--- src/rtl/axi_rd_arbiter_if.sv ---
// -----------------------------------------------------------------------------
// axi_rd_arbiter_if
//
// One AXI4 read channel (AR + R) as seen by the read arbiter. The arbiter uses
// three instances of this interface: one per requester (IFU, LSU) on the
// subordinate side and one toward the core's io_master read port.
//
// Payload packing:
//   ar = {addr[ADDR_W-1:0], id[ID_W-1:0], len[7:0], size[2:0], burst[1:0]}
//   r  = {data[DATA_W-1:0], id[ID_W-1:0], last, resp[1:0]}
//
// Signals:
//   arvalid / arready / ar   address request handshake and payload
//   rvalid  / rready  / r    read data handshake and payload
//
// Modports:
//   master  drives the request (arvalid, ar, rready)
//   slave   answers it (arready, rvalid, r)
// -----------------------------------------------------------------------------
interface axi_rd_arbiter_if #(
  parameter int ADDR_W = 32,
  parameter int DATA_W = 32,
  parameter int ID_W   = 4
);
  localparam int AR_W = ADDR_W + ID_W + 13;
  localparam int R_W  = DATA_W + ID_W + 3;

  logic            arvalid;
  logic            arready;
  logic [AR_W-1:0] ar;
  logic            rvalid;
  logic            rready;
  logic [R_W-1:0]  r;

  modport master (
    output arvalid, ar, rready,
    input  arready, rvalid, r
  );

  modport slave (
    input  arvalid, ar, rready,
    output arready, rvalid, r
  );
endinterface

--- src/rtl/axi_rd_arbiter.sv ---
// -----------------------------------------------------------------------------
// axi_rd_arbiter
//
// Shares the core's single AXI4 read channel between the instruction fetch unit
// (4-beat INCR bursts) and the load/store unit (single beats). Exactly one
// transaction is outstanding at a time; the grant is held from arbitration
// until the last R beat, so beats of different transactions never interleave.
//
// Arbitration takes one cycle in IDLE: a request seen in cycle N shows up as
// io_master.arvalid in cycle N+1. After the last beat the block spends one
// IDLE cycle before the next grant (no back-to-back bypass). Payloads pass
// through combinationally; there is no data pipeline register.
//
// Ports:
//   clock      single clock
//   reset      synchronous, active-high; aborts any transaction without drain
//   ifu        IFU read port (slave modport of axi_rd_arbiter_if)
//   lsu        LSU read port (slave modport of axi_rd_arbiter_if)
//   io_master  shared bus read port (master modport of axi_rd_arbiter_if)
//   grant      01 = IFU, 10 = LSU, 00 = none
//   busy       high whenever the FSM is outside IDLE
//
// Build option:
//   AXI_RD_ARB_RR_EN  when defined, a simultaneous request in IDLE goes to the
//                     requester that did not win the previous grant (the
//                     last-winner register resets to LSU, so IFU wins the first
//                     tie). When undefined, LSU has fixed priority and no
//                     last-winner register exists.
// -----------------------------------------------------------------------------
module axi_rd_arbiter #(
  parameter int ADDR_W = 32,
  parameter int DATA_W = 32,
  parameter int ID_W   = 4
) (
  input  logic                    clock,
  input  logic                    reset,
  axi_rd_arbiter_if.slave         ifu,
  axi_rd_arbiter_if.slave         lsu,
  axi_rd_arbiter_if.master        io_master,
  output logic [1:0]              grant,
  output logic                    busy
);

  localparam int AR_W       = ADDR_W + ID_W + 13;
  localparam int R_W        = DATA_W + ID_W + 3;
  localparam int R_LAST_BIT = 2;   // r = {data, id, last, resp[1:0]}

  localparam logic [1:0] GRANT_NONE = 2'b00;
  localparam logic [1:0] GRANT_IFU  = 2'b01;
  localparam logic [1:0] GRANT_LSU  = 2'b10;

  typedef enum logic [2:0] {
    S_IDLE,
    S_AR_IFU,
    S_AR_LSU,
    S_R_IFU,
    S_R_LSU
  } state_t;

  state_t          state;
  logic [R_W-1:0]  bus_r;
  logic            bus_last;
  logic            ifu_wins_tie;
  logic            pick_ifu;
  logic            pick_lsu;

  assign bus_r    = io_master.r;
  assign bus_last = bus_r[R_LAST_BIT];

  // Both requesters always see the bus R payload; only rvalid is steered.
  assign ifu.r = bus_r;
  assign lsu.r = bus_r;

  // ---------------------------------------------------------------------------
  // Tie-break between simultaneous IDLE requests.
  // ---------------------------------------------------------------------------
`ifdef AXI_RD_ARB_RR_EN
  logic last_win_lsu;   // 1: LSU won the most recent grant

  assign ifu_wins_tie = last_win_lsu;

  always_ff @(posedge clock) begin
    if (reset) begin
      last_win_lsu <= 1'b1;
    end else if (state == S_IDLE) begin
      if (pick_ifu) begin
        last_win_lsu <= 1'b0;
      end else if (pick_lsu) begin
        last_win_lsu <= 1'b1;
      end
    end
  end
`else
  assign ifu_wins_tie = 1'b0;
`endif

  // Winner of this IDLE cycle's arbitration (only meaningful in IDLE).
  assign pick_ifu = ifu.arvalid && (!lsu.arvalid || ifu_wins_tie);
  assign pick_lsu = lsu.arvalid && !pick_ifu;

  // ---------------------------------------------------------------------------
  // Control FSM: state, grant and busy are all registered here.
  // ---------------------------------------------------------------------------
  // NOTE: state registers use non-blocking assignments so every flop samples
  // the pre-edge values of the others, exactly like the hardware does.
  always_ff @(posedge clock) begin
    if (reset) begin
      state <= S_IDLE;
      grant <= GRANT_NONE;
      busy  <= 1'b0;
    end else begin
      unique case (state)
        S_IDLE: begin
          if (pick_ifu) begin
            state <= S_AR_IFU;
            grant <= GRANT_IFU;
            busy  <= 1'b1;
          end else if (pick_lsu) begin
            state <= S_AR_LSU;
            grant <= GRANT_LSU;
            busy  <= 1'b1;
          end
        end

        // A granted requester that withdraws arvalid before the handshake
        // (IFU flush on a control hazard) simply releases the bus.
        S_AR_IFU: begin
          if (ifu.arvalid && io_master.arready) begin
            state <= S_R_IFU;
          end else if (!ifu.arvalid) begin
            state <= S_IDLE;
            grant <= GRANT_NONE;
            busy  <= 1'b0;
          end
        end

        S_AR_LSU: begin
          if (lsu.arvalid && io_master.arready) begin
            state <= S_R_LSU;
          end else if (!lsu.arvalid) begin
            state <= S_IDLE;
            grant <= GRANT_NONE;
            busy  <= 1'b0;
          end
        end

        // Grant is released only by the beat that carries last.
        S_R_IFU: begin
          if (io_master.rvalid && ifu.rready && bus_last) begin
            state <= S_IDLE;
            grant <= GRANT_NONE;
            busy  <= 1'b0;
          end
        end

        S_R_LSU: begin
          if (io_master.rvalid && lsu.rready && bus_last) begin
            state <= S_IDLE;
            grant <= GRANT_NONE;
            busy  <= 1'b0;
          end
        end

        default: begin
          state <= S_IDLE;
          grant <= GRANT_NONE;
          busy  <= 1'b0;
        end
      endcase
    end
  end

  // ---------------------------------------------------------------------------
  // Handshake steering. Everything here is a pure function of the registered
  // state and the live handshake inputs.
  // ---------------------------------------------------------------------------
  // NOTE: every output gets a default before the case so no path through the
  // block leaves a signal unassigned, which would otherwise infer a latch.
  always_comb begin
    ifu.arready       = 1'b0;
    lsu.arready       = 1'b0;
    ifu.rvalid        = 1'b0;
    lsu.rvalid        = 1'b0;
    io_master.arvalid = 1'b0;
    io_master.ar      = {AR_W{1'b0}};
    io_master.rready  = 1'b0;

    unique case (state)
      S_AR_IFU: begin
        io_master.arvalid = ifu.arvalid;
        io_master.ar      = ifu.ar;
        ifu.arready       = io_master.arready;
      end
      S_AR_LSU: begin
        io_master.arvalid = lsu.arvalid;
        io_master.ar      = lsu.ar;
        lsu.arready       = io_master.arready;
      end
      S_R_IFU: begin
        io_master.rready = ifu.rready;
        ifu.rvalid       = io_master.rvalid;
      end
      S_R_LSU: begin
        io_master.rready = lsu.rready;
        lsu.rvalid       = io_master.rvalid;
      end
      default: begin
      end
    endcase
  end

endmodule

--- src/flat_wrapper.sv ---
// flat-port wrapper written by rule: the top's interface ports become plain ports
module axi_rd_arbiter_flat 
#(
  parameter int ADDR_W = 32,
  parameter int DATA_W = 32,
  parameter int ID_W   = 4
)
  (clock, reset, grant, busy, ifu_arvalid, ifu_ar, ifu_rready, ifu_arready, ifu_rvalid, ifu_r, lsu_arvalid, lsu_ar, lsu_rready, lsu_arready, lsu_rvalid, lsu_r, io_master_arvalid, io_master_ar, io_master_rready, io_master_arready, io_master_rvalid, io_master_r);
  axi_rd_arbiter_if #(.ADDR_W(ADDR_W), .DATA_W(DATA_W), .ID_W(ID_W)) ifu_i ();
  axi_rd_arbiter_if #(.ADDR_W(ADDR_W), .DATA_W(DATA_W), .ID_W(ID_W)) lsu_i ();
  axi_rd_arbiter_if #(.ADDR_W(ADDR_W), .DATA_W(DATA_W), .ID_W(ID_W)) io_master_i ();
  input  logic clock;
  input  logic reset;
  output logic [1:0] grant;
  output logic busy;
  input wire logic [$bits(ifu_i.arvalid)-1:0] ifu_arvalid;
  input wire logic [$bits(ifu_i.ar)-1:0] ifu_ar;
  input wire logic [$bits(ifu_i.rready)-1:0] ifu_rready;
  output wire logic [$bits(ifu_i.arready)-1:0] ifu_arready;
  output wire logic [$bits(ifu_i.rvalid)-1:0] ifu_rvalid;
  output wire logic [$bits(ifu_i.r)-1:0] ifu_r;
  input wire logic [$bits(lsu_i.arvalid)-1:0] lsu_arvalid;
  input wire logic [$bits(lsu_i.ar)-1:0] lsu_ar;
  input wire logic [$bits(lsu_i.rready)-1:0] lsu_rready;
  output wire logic [$bits(lsu_i.arready)-1:0] lsu_arready;
  output wire logic [$bits(lsu_i.rvalid)-1:0] lsu_rvalid;
  output wire logic [$bits(lsu_i.r)-1:0] lsu_r;
  output wire logic [$bits(io_master_i.arvalid)-1:0] io_master_arvalid;
  output wire logic [$bits(io_master_i.ar)-1:0] io_master_ar;
  output wire logic [$bits(io_master_i.rready)-1:0] io_master_rready;
  input wire logic [$bits(io_master_i.arready)-1:0] io_master_arready;
  input wire logic [$bits(io_master_i.rvalid)-1:0] io_master_rvalid;
  input wire logic [$bits(io_master_i.r)-1:0] io_master_r;
  assign ifu_i.arvalid = ifu_arvalid;
  assign ifu_i.ar = ifu_ar;
  assign ifu_i.rready = ifu_rready;
  assign ifu_arready = ifu_i.arready;
  assign ifu_rvalid = ifu_i.rvalid;
  assign ifu_r = ifu_i.r;
  assign lsu_i.arvalid = lsu_arvalid;
  assign lsu_i.ar = lsu_ar;
  assign lsu_i.rready = lsu_rready;
  assign lsu_arready = lsu_i.arready;
  assign lsu_rvalid = lsu_i.rvalid;
  assign lsu_r = lsu_i.r;
  assign io_master_arvalid = io_master_i.arvalid;
  assign io_master_ar = io_master_i.ar;
  assign io_master_rready = io_master_i.rready;
  assign io_master_i.arready = io_master_arready;
  assign io_master_i.rvalid = io_master_rvalid;
  assign io_master_i.r = io_master_r;
  axi_rd_arbiter #(.ADDR_W(ADDR_W), .DATA_W(DATA_W), .ID_W(ID_W)) u_core (.clock(clock), .reset(reset), .ifu(ifu_i), .lsu(lsu_i), .io_master(io_master_i), .grant(grant), .busy(busy));
endmodule
--- config.mk ---
export PLATFORM = sky130hd
export DESIGN_NAME = axi_rd_arbiter_flat
export DESIGN_NICKNAME = d
export VERILOG_FILES = /design/src/rtl/axi_rd_arbiter_if.sv /design/src/rtl/axi_rd_arbiter.sv /design/src/flat_wrapper.sv
export SDC_FILE = /design/constraint.sdc
export NUM_CORES = 1
export LEC_CHECK = 0
export CORE_AREA = 2 2 109 111
export CTS_BUF_LIST = sky130_fd_sc_hd__clkbuf_8
export CTS_CLUSTER_SIZE = 40
export DETAILED_ROUTE_END_ITERATION = 7
export DIE_AREA = 0 0 111 113
export GPL_TIMING_DRIVEN = 0
export PLACE_DENSITY = 0.62
export SYNTH_ARGS = -nofsm -noshare
export SYNTH_HDL_FRONTEND = slang
export SYNTH_SLANG_ARGS = --single-unit
--- constraint.sdc ---
create_clock -name clock -period 2.12 [get_ports clock]
set_clock_uncertainty 0.1 [all_clocks]
set_input_delay 0.424 -clock clock [delete_from_list [all_inputs] [get_ports clock]]
set_output_delay 0.424 -clock clock [all_outputs]
set_load 0.1 [all_outputs]
==> Yosys cells after proc, flatten, opt, wreduce, memory -nomap -nowiden <==
Cells that the tools add are included.
{ "word_totals": {"regBits": 6, "input_bits": 145, "out_inout_bits": 136} }
{ "classes": {"eq_ne": 13, "muxes": 34, "n_reduce_logical": 13} }
{ "op_table": {"columns": ["operator", "n"], "rows": [
  ["$pmux W49 S2", 1],
  ["$mux W3", 8],
  ["$mux W2", 8],
  ["$pmux W3 S5", 1],
  ["$mux W1", 12],
  ["$pmux W2 S5", 1],
  ["$logic_and A1 B1 Y1", 8],
  ["$ne A2 B2 Y1 const B", 4],
  ["$reduce_and A7 Y1", 1],
  ["$eq A3 B2 Y1 const B", 2],
  ["$ne A3 B2 Y1 const B", 2],
  ["$pmux W1 S5", 1],
  ["$reduce_and A5 Y1", 1],
  ["$ne A2 B1 Y1 const B", 2],
  ["$pmux W1 S2", 2],
  ["$eq A3 B1 Y1 const B", 1],
  ["$eq A3 B3 Y1 const B", 1],
  ["$logic_not A3 Y1", 1],
  ["$ne A3 B1 Y1 const B", 1],
  ["$logic_not A1 Y1", 2]
]} }

==> Logic depth before layout (Yosys ltp) <==
{ "depth": {"depth_word": 7, "ltp_mapped": 6} }

==> Least setup slack after synthesis <==
No wires, ideal clock.
{ "synth_path": {"kind": "register to output", "start": "register u_core.state[1]", "end": "output port io_master_ar[0]", "arrival_ns": 1.988, "required_time_ns": 1.596, "setup_slack_ns": -0.392, "path_stages_with_launch": 6, "n_path_buf": 3, "cell_sequence": "dfxtp_1 -> buf_2 -> nor3b_2 -> buf_2 -> clkbuf_1 -> a22o_1"} }
{ "synth_via": {"elab_chain_len": 2, "elab_cells_between_ends": 3} }
{ "synth_rtl": {"columns": ["element", "line", "source"], "rows": [
  ["from (decl)", "axi_rd_arbiter.sv:60", "state_t state;"],
  ["from (signal assigned)", "axi_rd_arbiter.sv:108", "state <= S_IDLE;"],
  ["from (signal assigned)", "axi_rd_arbiter.sv:115", "state <= S_AR_IFU;"],
  ["from (signal assigned)", "axi_rd_arbiter.sv:119", "state <= S_AR_LSU;"],
  ["$eq A3 B2 Y1 or $eq A3 B1 Y1 (tied branches)", "axi_rd_arbiter.sv:188", "unique case (state)"],
  ["$pmux W49 S2 *", "axi_rd_arbiter.sv:188", null],
  ["to (decl)", "flat_wrapper.sv:29", "output wire logic [$bits(io_master_i.ar)-1:0] io_master_ar;"]
]} }
Every way passes the cells marked *; elsewhere a longest branch is shown, timed or not.

==> Worst setup path after layout <==
{ "layout_path": {"start": "register u_core.state[0]", "end": "output port io_master_ar[31]"} }
Same word-level chain as after synthesis.

==> impl_metrics.yaml <==
outcome:
  status: "completed"
grt:
  grt_pass1_wl_um: 14500
  first_global_vias: 2634
  grt_overflow_total: 0
  antenna_found_initial: 0
  grt_max_degree: 11
  grt_use_total_pct: 14.6
synthesis:
  synthAdderAreaFrac_pct: 0
  post_synth_main_area_contributors: "buf_4, a22o_1, dfxtp_1"
  synth_area_um2: 1460
  ys_warn_count: 0
  syn-num-nets: 332
  synth_common_cells: "buf_4, a22o_1, clkbuf_1, dfxtp_1"
  synth_edf_count: 0
  synthCells: 187
  synth_ff_type: "dfxtp_1"
  synth_top_area_share_pct: 40.1
  yosysUniqueCellTypes: 31
  yosys.area_share.simple_pct: 10.3
  yosys.area.top_type: "buf_4"
  synth_xor_xnor_area_share_pct: 0
  synth-seq-cells: 6
  synth_top_family_by_area: "buffers and inverters"
  async_flop_share_pct: 0
  syn_avg_cell_area_um2: 7.81
  synthMuxAreaShare_pct: 0.685
  synth-compound-area-share_pct: 36.8
  yosysSeqAreaShare_pct: 8.22
  synth.most_common_cell: "buf_4"
cells_and_area:
  drive_above_1_share_pct: 50.3
  area_delta_synth_final_pct: 256
  nets: 600
  design_area_um2: 5210
  stdcell_count: 596
  fill_cells: 1045
  num_antenna_cells: 0
die:
  die_w_um: 111
  num_rows: 39
  initial_core_util_pct: 13.0
  fp.coreArea_um2: 11300
  dieArea_um2: 12500
  ios: 281
  die_h_um: 113
power_and_ir_drop:
  combPwrFrac_pct: 92.3
  p_seq_share_pct: 3.7
  intPower_w: 0.00166
  swShare_pct: 59.9
  p_per_area_nw_per_um2: 794
  p_leak_nw: 2.48
  vdd_drop_max_v: 0.000473
  switchingPower_w: 0.00248
  clock_power_share_pct: 4.0
timing:
  period_share_pct: 98.4
  tightest_slew_ps: 1010
  setup_viol: 0
  period_needed_ps: 2090
  final-hold-violation-count: 0
  relSlewSlack_pct: 32.8
  rsz0062_at_grt: "true"
  hold_ws_ps: 368
  setup_tns_ps: 0
  finalMaxSlewViolations: 0
  fmax_ghz: 0.479
setup_path:
  arrival_ps: 1560
  critPathKind: "register to output port"
  worstPathRequired_ps: 1600
  cp-end-kind: "output port"
  cp-start-kind: "register"
  worstPathMaxFanout: 5
detailed_routing:
  routedWlPerCell_um: 16.7
  drt_iter0_drc: 49
  drc: 0
  ant_nets: 0
  drt-total-wl_um: 9970
  viasPerCell: 4.08
  vias: 2430
  drt_pre_antenna_iters: 4
clock_tree:
  tritoncts: "yes"
  clkLatencyLatePin_ps: 220
  cts_sinks: 6
  clock_path_buffers: 2
  holdBufCountCts: 0
  clockRootBuffer: "clkbuf_8"
  htree_levels: 1
  cts_inserted_buffers: 3
  clk_pin_slew_ps: 40
placed_design:
  portBuffers: 242
  gp_congestion: 0.802
  dp_cells: 572
  placed_area_um2: 4200
  dp_hpwl_um: 7860
run:
  maxCapViolations: 0
min_path:
  hold_path_class: "register to register"
cell usage in the layout, fill, tap and decap left out, drive strengths merged, types with 3 or more instances in the layout:
master / Yosys / routed
clkdlybuf4s50: 0 / 104
dfxtp: 6 / 6
nor3b: 3 / 3
inv: 3 / 3
and2: 4 / 4
dlygate4sd2: 0 / 81
clkbuf: 7 / 15
nand2: 3 / 3
buf: 82 / 155
o31ai: 3 / 3
a21oi: 4 / 4
a22o: 51 / 51
kinds of logic (layout without fill, tap and decap cells):
logic type | Yosys count | after routing
buffers and inverters | 92 | 358
muxes | 1 | 1
AOI/OAI and AO/OA | 65 | 65
and+or+nand+nor | 23 | 23
DFF | 6 | 6
sequential cells by signal, indices dropped and copies added, names as in the netlist:
name / cells
u_core.busy: 1
u_core.grant: 2
u_core.state: 3
final cells by class:
type,count,area (µm²),share of cell area [%]
plain buffers,88,778,14.9
clock buffers,3,41.3,0.793
inverters,3,11.3,0.216
multi-input cells,89,1050,20.2
flip-flops and latches,6,131,2.52
well taps,143,179,3.44
repair buffers,264,3020,57.9
stage by stage:
| step | util, % | setup slack [ps] | power, W |
|---|---|---|---|
| after detailed placement | 37.2 | -1390 | 0.00327 |
| final | 46.2 | 33.1 | 0.00414 |
| after global routing | 46.2 | -10.5 | 0.00425 |
| after floorplan | - | -117 | 0.00251 |
| after CTS | 45.9 | -30.4 | 0.00413 |
| after global placement | 37.2 | -1370 | 0.00326 |
path summary, 6_finish.rpt:
path	slack, ps	endpoint	cells after the start	startpoint
hold reg to reg	370	u_core.busy$_SDFFE_PP0P_	2	u_core.busy$_SDFFE_PP0P_
setup / recovery	30	io_master_ar[31]	6	u_core.state[0]$_SDFFE_PP0P_
hold / removal	370	u_core.busy$_SDFFE_PP0P_	2	u_core.busy$_SDFFE_PP0P_
setup reg to reg	410	u_core.busy$_SDFFE_PP0P_	4	u_core.state[1]$_SDFFE_PP0P_
what timing repair did:
action                     CTS  global route
resized for setup          627            10
buffers inserted            13             2
gates cloned                 7             0
pin swaps                   18             3
setup endpoints to repair  136            52
layer usage:
| layer | vias up | track usage (%) | wire length, µm |
|---|---|---|---|
| met5 | - | 0 | 0 |
| met4 | 0 | 2.58 | 106 |
| met3 | 9 | 5.68 | 1130 |
| met2 | 167 | 29.0 | 5370 |
| met1 | 1104 | 14.5 | 3360 |
| li1 | 1150 | - | - |
power groups by stage:
| stage | registers (W) | logic, W | clock network (W) |
|---|---|---|---|
| after floorplan | 0.000219 | 0.00229 | 0 |
| after global placement | 0.000145 | 0.00312 | 0 |
| after detailed placement | 0.000147 | 0.00313 | 0 |
| after CTS | 0.000148 | 0.00381 | 0.000173 |
| after global routing | 0.000155 | 0.00392 | 0.000181 |
| final | 0.000152 | 0.00382 | 0.000168 |
critical path, cell delays in order, from the launching register on:
cell	delay, ps
dfxtp_4	350
nor3b_4	160
buf_6	120
buf_6	120
clkbuf_16	150
a22o_4	260
buf_12	160
(Power assumes the default switching activity.)
